`src/rtl/mega_mux_of_destiny.sv`:
```
// Registered 5:1 word multiplexer used as the ALU result selector.
// Optional out-of-range flag output sel_err is enabled by defining MEGA_MUX_SELERR_EN.
module mega_mux_of_destiny #(
    parameter int WIDTH = 32
) (
    input  logic             clk,
    input  logic             rst_n,
    input  logic [2:0]       S,
    input  logic [WIDTH-1:0] I0,
    input  logic [WIDTH-1:0] I1,
    input  logic [WIDTH-1:0] I2,
    input  logic [WIDTH-1:0] I3,
    input  logic [WIDTH-1:0] I4,
`ifdef MEGA_MUX_SELERR_EN
    output logic             sel_err,
`endif
    output logic [WIDTH-1:0] O
);

    logic [WIDTH-1:0] o_d;
    logic [WIDTH-1:0] o_q;
    logic             sel_err_d;
    logic             sel_err_q;

    // Next-value selection; codes 5..7 and any unknown code fall to the default (zero, flagged).
    always_comb begin
        o_d       = {WIDTH{1'b0}};
        sel_err_d = 1'b0;
        case (S)
            3'd0:    o_d = I0;
            3'd1:    o_d = I1;
            3'd2:    o_d = I2;
            3'd3:    o_d = I3;
            3'd4:    o_d = I4;
            default: begin
                o_d       = {WIDTH{1'b0}};
                sel_err_d = 1'b1;
            end
        endcase
    end

    // Output registers, cleared asynchronously while rst_n is low.
    always_ff @(posedge clk or negedge rst_n) begin
        if (!rst_n) begin
            o_q       <= {WIDTH{1'b0}};
            sel_err_q <= 1'b0;
        end else begin
            o_q       <= o_d;
            sel_err_q <= sel_err_d;
        end
    end

    assign O = o_q;

`ifdef MEGA_MUX_SELERR_EN
    assign sel_err = sel_err_q;
`else
    logic unused_sel_err_s;
    assign unused_sel_err_s = sel_err_q;
`endif

endmodule

```
`config.mk`:
```
export PLATFORM = sky130hd
export DESIGN_NAME = mega_mux_of_destiny
export DESIGN_NICKNAME = d
export VERILOG_FILES = /design/src/rtl/mega_mux_of_destiny.sv
export SDC_FILE = /design/constraint.sdc
export NUM_CORES = 1
export LEC_CHECK = 0
export ABC_AREA = 1
export CORE_MARGIN = 10
export CORE_UTILIZATION = 33
export DETAILED_ROUTE_END_ITERATION = 10
export PLACE_DENSITY_LB_ADDON = 0.08
export SKIP_CTS_REPAIR_TIMING = 1
export SLEW_MARGIN = 10
export SYNTH_ARGS = -nofsm -noshare
export SYNTH_HDL_FRONTEND = slang
export SYNTH_SLANG_ARGS = --single-unit
```
`constraint.sdc`:
```
create_clock -name clk -period 0.8 [get_ports clk]
set_input_delay 0.2 -clock clk [delete_from_list [all_inputs] [get_ports clk]]
set_output_delay 0.2 -clock clk [all_outputs]
set_load 0.05 [all_outputs]
```
=== Word-level counts from Yosys, hierarchy flattened ===
Index checks and enable logic that the tools add are counted.

* Equality and inequality tests: 4
* Reduce and logical (&&, ||, !) cells: 1
* Multiplexer cells: 1

{| class="wikitable"
|+ Operators with widths
! kind !! number
|-
| $pmux 32 s5 || 1
|-
| $eq 3x2->1 const B || 2
|-
| $eq 3x1->1 const B || 1
|-
| $eq 3x3->1 const B || 1
|-
| $logic_not 3->1 || 1
|}

* Bits in registers: 32
* Word-level logic and storage cells: 7
* Input bits: 165

=== Logic depth before layout (Yosys ltp) ===
* Depth in word-level cells: 2
* Depth in mapped cells: 8

=== Least setup slack after synthesis ===
No wires, ideal clock.

* Path type: input to register
* Start point: in S[2]
* End point: reg o_q[0], in the netlist O[0]
* Stages on the path: 8
* Required time: 0.681 ns
* Path slack: -0.214 ns
* Data arrival time: 0.895 ns
* Path through: buf_4 > inv_4 > buf_6 > buf_2 > nand3_1 > nand2_1 > nor2_1 > nand2_1

* Word-level cells in the longest chain between the ends: 2
* Elaborated cells on any way between the ends: 6

{| class="wikitable"
|+ RTL lines
! element !! line !! RTL
|-
| start: declaration || 8 || <nowiki>input logic [2:0] S,</nowiki>
|-
| $eq 3x3->1, or another cell as far along || - ||
|-
| $pmux 32 s5 * || 29 || <nowiki>case (S)</nowiki>
|-
| via o_d[0] || 20 || <nowiki>logic [WIDTH-1:0] o_d;</nowiki>
|-
| end signal: assignment || 45 || <nowiki>o_q <= {WIDTH{1'b0}};</nowiki>
|-
| end: declaration || 21 || <nowiki>logic [WIDTH-1:0] o_q;</nowiki>
|}

Mark *: on every way through the listed nets, which the timed path passes. The rest lies on a longest branch.

=== Worst setup path in the final report ===
* Start point: reg o_q[17], in the netlist O[17]
* End point: out O[17]

{| class="wikitable"
|+ RTL lines
! element !! line !! RTL
|-
| end: declaration || 17 || <nowiki>output logic [WIDTH-1:0] O</nowiki>
|}

No word-level cell between the ends.

==> metrics.md <==
| Metric | Value |
|---|---|
| Total Power Consumption | roughly 6.3 mW |
| Placement-stage cell area | approximately 4800 um^2 |
| WP buf/inv | 1 |
| Number of CTS-inserted buffers | 5 |
| Share of total power in the clock network | ~22% |
| Power share of the sequential group | roughly 30% |
| Final std cells w/o fill | 652 |
| Comb pwr share | between 40 and 50% |
| Placed wire-length estimate | 8760 um |
| Layout overhead on the synthesized area | 123% |
| Final critical-path setup slack | -0.251 ns |
| Starting density of the core | 34.3% |
| Number of pins exceeding their max-slew limit in the final report | 0 |
| ANT nets after route | 0 |
| Setup Viol. Count Final | 38 |
| Area of the die | ~11000 um^2 |
| PD cells | around 1200 nW/um^2 |
| Core region area | 6870 um^2 |
| TritonCTS clock tree | done |
| Number of flip-flops in the largest register | 32 |
| Residual DRC count | 0 |
| Number of global-route vias before repair | 3357 |
| CTS root buffer | clkbuf_8 |
| Worst Hold Class | in -> reg |
| First-pass detailed-route iteration total | 5 |
| Combined global-route utilization of all metal layers | around 20% |
| Total nets after synthesis | 530 |
| Die X | ~100 um |
| Fraction of post-synthesis cell area in the top cell type by area | between 30% and 40% |
| Routability congestion estimate | ~0.8 |
| Total number of vias | 3455 |
| Initial antenna violation count | 0 |
| Number of warnings issued by yosys | 0 |
| Post-Place Cells | about 640 |
| Gate family responsible for the most delay along the worst path | flip-flops |
| Seq/Total Area, Yosys | 34.0% |
| # diodes | 0 |
| Global-route congestion overflow total | 0 |
| Leakage power of the design | 2.44 nW |
| Worst hold-check slack | roughly 0.3 ns |
| Total I/O pin count | 197 |
| Failing checks | negative setup slack |
| CP max FO | 1 |
| Period utilization | 131% |
| Final Hold Fails | 0 |
| Unrepaired setup endpoints after global routing | yes |
| Total Nets Final | approximately 700 |
| Final sum of negative setup slack | -7.52 ns |
| Most common cell after layout, fill and taps aside | clkdlybuf4s50_1 |
| Core Rows | 30 |
| Final Util | 76.4% |
| Post-Syn Instances | between 300 and 400 |
| Data required time of the critical path | ~0.60 ns |
| Worst voltage drop across the vdd grid | 0.000614 V |
| Number of H-tree levels | 2 |
| Post-synthesis register bit count | 32 |
| Post-synth design cell area | around 2400 um^2 |
| Clock-pin slew reported for the worst setup and hold paths after clock tree synthesis | approximately 0.07 ns |
| Worst relative slew slack | a little under 80% |
| Wire length of the first global-routing pass | 17600 um |
| Number of clock sinks seen by CTS | 32 |
| Pin slew with the least headroom to its limit | about 0.32 ns |
| Number of design-rule violations left by the first detailed-router iteration | approximately 230 |
| Post-DR vias/cell | roughly 5.3 |
| Count of maximum capacitance violations | 0 |
| Maximum clock path buffer count | 2 |
| Cells along the critical path | buf_12 |
| Outcome | finished, violations left |
| Internal power | approximately 4.2 mW |
| Critical setup path kind | reg -> out |
| Post-route standard cell area excluding fillers | 5250 um^2 |
| Setup WS pre-CTS | -0.773 ns |
| Switching power as a share of total power | ~34% |
| Cell types with the largest area share after synthesis | dfrtp_1, nand2_1, nand4_1, nand3_1, nor2_1 |
| Pin count of the biggest net entering global routing | a little under 100 |
| DR WL/cell | 19.2 um |
| Cell taking the most area after synthesis | dfrtp_1 |
| Switching power of the nets | about 2.1 mW |
| Cell type of the slowest stage on the worst timing path | dfrtp_1 |
| Critical path data arrival time | 0.85 ns |
| Buffers added on ports | a little under 200 |
| Longest individual stage delay on the worst path | roughly 0.41 ns |
| Fraction of final layout cells with drive strength greater than 1 | around 19% |
| Detailed-route wire length | approximately 13000 um |
| Peak Freq | between 900 and 1000 MHz |
| Time the worst path needs with I/O delays and setup | ~1.1 ns |
| Synthesized area divided by synthesized cell count | approximately 6.5 um^2 |
| Critical Path End Type | primary output |
| Leading cell types in the layout, fill and taps excluded | clkdlybuf4s50_1, nand2_1, nand4_1, nand3_1, buf_12 |
| Die outline height | roughly 100 um |
| Synth unique cells | 15 |
| Element type at the critical path start | flip-flop |
## power by group through the flow
stage	clock (mW)	combinational, mW	sequential, mW
6_report	1.37	3.04	1.91
4_1_cts	1.39	2.85	1.92
5_1_grt	1.46	3.19	1.92
2_1_floorplan	0	0.590	2.43
3_5_place_dp	0	2.85	1.95
3_3_place_gp	0	2.82	1.94
## per-layer routing
layer | wire, um | vias to the layer above | share of wire [%] | track usage (%)
li1 | - | 1632 | - | -
met1 | 4730 | 1609 | 38 | 21.8
met2 | 6380 | 194 | 51 | 34.3
met3 | 1130 | 20 | 9.0 | 6.57
met4 | 293 | 0 | 2.3 | 6.26
met5 | 0 | - | 0 | 0
## final cells by class
class                   instances  area (um^2)
fillers                       491         1620
clock buffers                   7         96.3
multi-input cells             292         1500
repair buffers                219         2670
well taps                      96          120
inverters                       4         41.3
repair inverters                2         22.5
flip-flops and latches         32          801
## worst paths after layout
kind	from	slack [ns]	end	depth (start not counted)
max	O[17]$_DFF_PN0_	-0.25	O[17]	1
min	I4[6]	0.30	O[6]$_DFF_PN0_	5
max in group asynchronous	rst_n	0.20	O[5]$_DFF_PN0_	3
min in group asynchronous	rst_n	0.41	O[23]$_DFF_PN0_	3
## synth_stat cells
master / instances
buf_2: 23
nor2_1: 34
buf_1: 3
nand4_1: 64
inv_4: 1
inv_1: 2
nand2_1: 128
nor2_4: 1
buf_4: 3
inv_2: 1
buf_6: 1
dfrtp_1: 32
clkbuf_1: 7
nor3_2: 1
nand3_1: 64
## logic make-up after synthesis
group | after synthesis | share of synthesized area (%)
simple gates | 292 | 57.3
buf+inv | 41 | 8.66
flops | 32 | 34.0
Power figures use the tool's default switching activity.
==> edit 1 (config.mk and constraints unchanged) <==
Reset style: synchronous (`rst_n`), changed in one clocked block. Comments in the files are not updated.
--- a/src/rtl/mega_mux_of_destiny.sv
+++ b/src/rtl/mega_mux_of_destiny.sv
@@ -42,3 +42,3 @@
     // Output registers, cleared asynchronously while rst_n is low.
-    always_ff @(posedge clk or negedge rst_n) begin
+    always_ff @(posedge clk) begin
         if (!rst_n) begin
Formal check against the unedited RTL: differs if rst_n is asserted again (counterexample within 4 cycles, from zero or initial values and one cycle with rst_n low); with rst_n held inactive, the same outputs for 10 cycles.
==> edit 1 against the unedited design <==
The run still ends with negative setup slack left. First-iteration DRC count is 8.3% higher. Setup slack better by 0.071 ns. Design area is 10% higher. Combinational power is 3% lower. Sequential cell count stayed put. Area after synthesis is 1.1% lower. Total power is 3.0% lower. Core utilization is 8.4 points higher. Wire length is 15% higher.
==> edit 1: results (changes against the unedited design) <==
Routing
  • Detailed-route via count: 3,745 (was 3,455)
  • Final Routed Wirelength: 14,400 um (was 12,500 um)
  • Initial DRC Count: 247 (was 228)

Synthesis
  • Largest cells by area after synthesis: dfxtp_1 27%, nand4_1 22%, nand3_1 21% (was dfrtp_1 34%, nand2_1 20%, nand4_1 17%)
  • Netlist cell types: 16 (was 15)
  • Compound-cell area share of the yosys netlist: 2.79% (was 0%)
  • Syn nets: 535 (was 530)
  • Syn avg cell area: 6.30 um2 (was 6.45 um2)
  • Synth cell count leaders: 97 x nand3_1, 83 x nand4_1, 64 x nor2_1, 32 x dfxtp_1, 28 x buf_2 (was 128 x nand2_1, 64 x nand3_1, 64 x nand4_1, 34 x nor2_1, 32 x dfrtp_1)
  • Mapped cell area: 2330 um2 (was 2350 um2)

Timing
  • WHS: 0.318 ns (was 0.302 ns)
  • Final setup viols: 63 (was 38)
  • Final WS setup: -0.180 ns (was -0.251 ns)
  • Rel. slew slack: 79.3% (was 78.6%)

Final layout
  • Synth-to-Final Area Change: 149% (was 123%)
  • Non-CTS buffers: 238 (was 219)
  • Clkbuf count: 6 (was 7)
  • Multi-input gates: 277 (was 292)
  • Fill cell count: 406 (was 491)
  • Layout non-clock buf frac: 52.3% (was 50.8%)
  • Final #Nets: 736 (was 721)
  • Seq area share: 11.7% (was 15.2%)
  • Non-clock inverter count: 17 (was 6)

Placed design
  • DP HPWL: 9230 um (was 8760 um)
  • Dpl cell area: 4760 um2 (was 4790 um2)
  • Placer Congestion: 0.810 (was 0.797)
  • Worst slack, placed: -0.689 ns (was -0.773 ns)
  • Cells after DPL: 641 (was 635)

GRT
  • First-pass GRT wire length: 18,700 um (was 17,600 um)
  • Vias in the first global route: 3,465 (was 3,357)
  • Pin count of the biggest net entering global routing: 51 (was 98)

Outcome
  • Status: finished with violations (unchanged)
  • Violated checks: negative setup slack (unchanged)

Critical path
  • Worst Setup SP: O[14] (was O[17])
  • CP max stage delay: 0.35 ns (was 0.41 ns)
  • CP max stage cell: dfxtp_2 (was dfrtp_1)
  • Crit path DAT: 0.78 ns (was 0.85 ns)

Worst hold path
  • Hold Path Sink: O[5] (was O[6])

Power
  • IR Drop Worst-Case VDD: 0.671 mV (was 0.614 mV)
  • Leakage: 2.43 nW (was 2.44 nW)
==> edit 1: where the power goes <==
group,leakage [nW],switching (mW),internal (mW),total (mW)
clock network,0.0510,0.674,0.688,1.36
registers,0.275,0.0897,1.72,1.81
logic,2.10,1.32,1.64,2.96
total,2.43,2.08,4.06,6.13
==> edit 1: cell families after synthesis <==
| logic type | Yosys count |
|---|---|
| AOI/OAI and AO/OA | 13 |
| buffers and inverters | 61 |
| DFF | 32 |
| and+or+nand+nor | 264 |
==> edit 1: metrics by stage <==
stage,setup TNS (ns),power (mW)
3_5_place_dp,-20.88,4.29
3_3_place_gp,-20.03,4.26
5_1_grt,-9.88,6.37
4_1_cts,-17.70,5.62
6_report,-7.83,6.13
2_1_floorplan,-5.27,2.78
==> edit 1: routing by layer <==
| layer | global-route usage, % | routed length (um) |
|---|---|---|
| met1 | 23.4 | 5420 |
| met2 | 37.3 | 7530 |
| met3 | 6.63 | 1150 |
| met4 | 4.57 | 320 |
| met5 | 0 | 0 |
==> edit 2 (same settings) <==
Made on the original files. Build with the macro `MEGA_MUX_SELERR_EN` defined.
--- a/src/rtl/mega_mux_of_destiny.sv
+++ b/src/rtl/mega_mux_of_destiny.sv
@@ -2,2 +2,4 @@
 // Optional out-of-range flag output sel_err is enabled by defining MEGA_MUX_SELERR_EN.
+`define MEGA_MUX_SELERR_EN
+
 module mega_mux_of_destiny #(
Behaviour (old outputs only; new: sel_err): unchanged (Yosys induction, for registers that start in step).
==> edit 2 against the unedited design <==
The flow still finishes with violations (negative setup slack). Wire length increased by 4.8%. Sequential cell count is 1 higher. Non-clock buffer count up 12. Area after synthesis up 0.85%. Setup slack worse by 0.0041 ns. Design area increased by 3.6%. Die area rose by 0.69%. Total power up 0.16%. Combinational power grew 3%. First-iteration DRC count decreased by 6.6%. Critical endpoint is now O[22]. Largest power group unchanged.
==> edit 2: results (changes against the unedited design) <==
Outcome
  • Status: finished with violations (unchanged)
  • Violated checks: negative setup slack (unchanged)

Critical path
  • Worst Setup SP: O[22] (was O[17])
  • Critical Path End: O[22] (was O[17])

Timing
  • Slew @ Worst Pin: 0.307 ns (was 0.321 ns)
  • Final setup viols: 46 (was 38)
  • WHS: 0.268 ns (was 0.302 ns)
  • Setup_tns: -7.79 ns (was -7.52 ns)
  • Final WS setup: -0.255 ns (was -0.251 ns)

Routing
  • Wirelength per Cell: 19.8 um (was 19.2 um)
  • Drt pass-1 iters: 6 (was 5)

Placed design
  • DP HPWL: 9580 um (was 8760 um)
  • Cells after DPL: 646 (was 635)
  • Worst slack, placed: -0.785 ns (was -0.773 ns)
  • Placer Congestion: 0.833 (was 0.797)

Synthesis
  • Synth cell count leaders: 130 x nand2_1, 95 x nand3_1, 34 x nor2_1, 33 x dfrtp_1, 32 x nand4_1 (was 128 x nand2_1, 64 x nand3_1, 64 x nand4_1, 34 x nor2_1, 32 x dfrtp_1)
  • Seq/Total Area, Yosys: 34.8% (was 34.0%)
  • Largest cells by area after synthesis: dfrtp_1 35%, nand2_1 21%, nand3_1 20% (was dfrtp_1 34%, nand2_1 20%, nand4_1 17%)
  • Netlist cell types: 14 (was 15)

Power
  • PwrDens: 1160 nW/um2 (was 1200 nW/um2)
  • Combinational share of power: 49.6% (was 48.1%)
  • Int Power: 4.15 mW (was 4.19 mW)
  • Leakage: 2.58 nW (was 2.44 nW)

GRT
  • Vias in the first global route: 3,513 (was 3,357)
  • Gr usage total: 20.6% (was 19.7%)
  • Pin count of the biggest net entering global routing: 36 (was 98)

Worst hold path
  • Hold Path Sink: O[30] (was O[6])
[edit 2: cell count changes in the layout (fill, tap and decap cells not counted), sizes merged, moves of 7 or more]
cell	before	now
nand4	64	32
nand3	64	95
buf	54	66
clkdlybuf4s50	155	148
dlymetal6s2s	5	12
[edit 2: layer usage]
| metal | global-route usage, % | share of wire, % | up-vias |
|---|---|---|---|
| li1 | - | - | 1630 |
| met1 | 23.0 | 39 | 1651 |
| met2 | 37.7 | 52 | 181 |
| met3 | 6.27 | 7.1 | 21 |
| met4 | 3.73 | 2.1 | 0 |
| met5 | 0 | 0 | - |
[edit 2: logic make-up (layout without fill, tap and decap cells)]
family	after synthesis	after routing	share of synthesized area, %
simple gates	294	294	55.4
buf+inv	38	242	9.85
flops	33	33	34.8
[edit 2: cell type report]
type	instances	area [um2]
Timing Repair Buffer	231	2810
Multi-Input combinational cell	294	1590
Inverter	3	16.3
Fill cell	495	1470
Tap cell	96	120
Sequential cell	33	826
Clock buffer	8	80.1
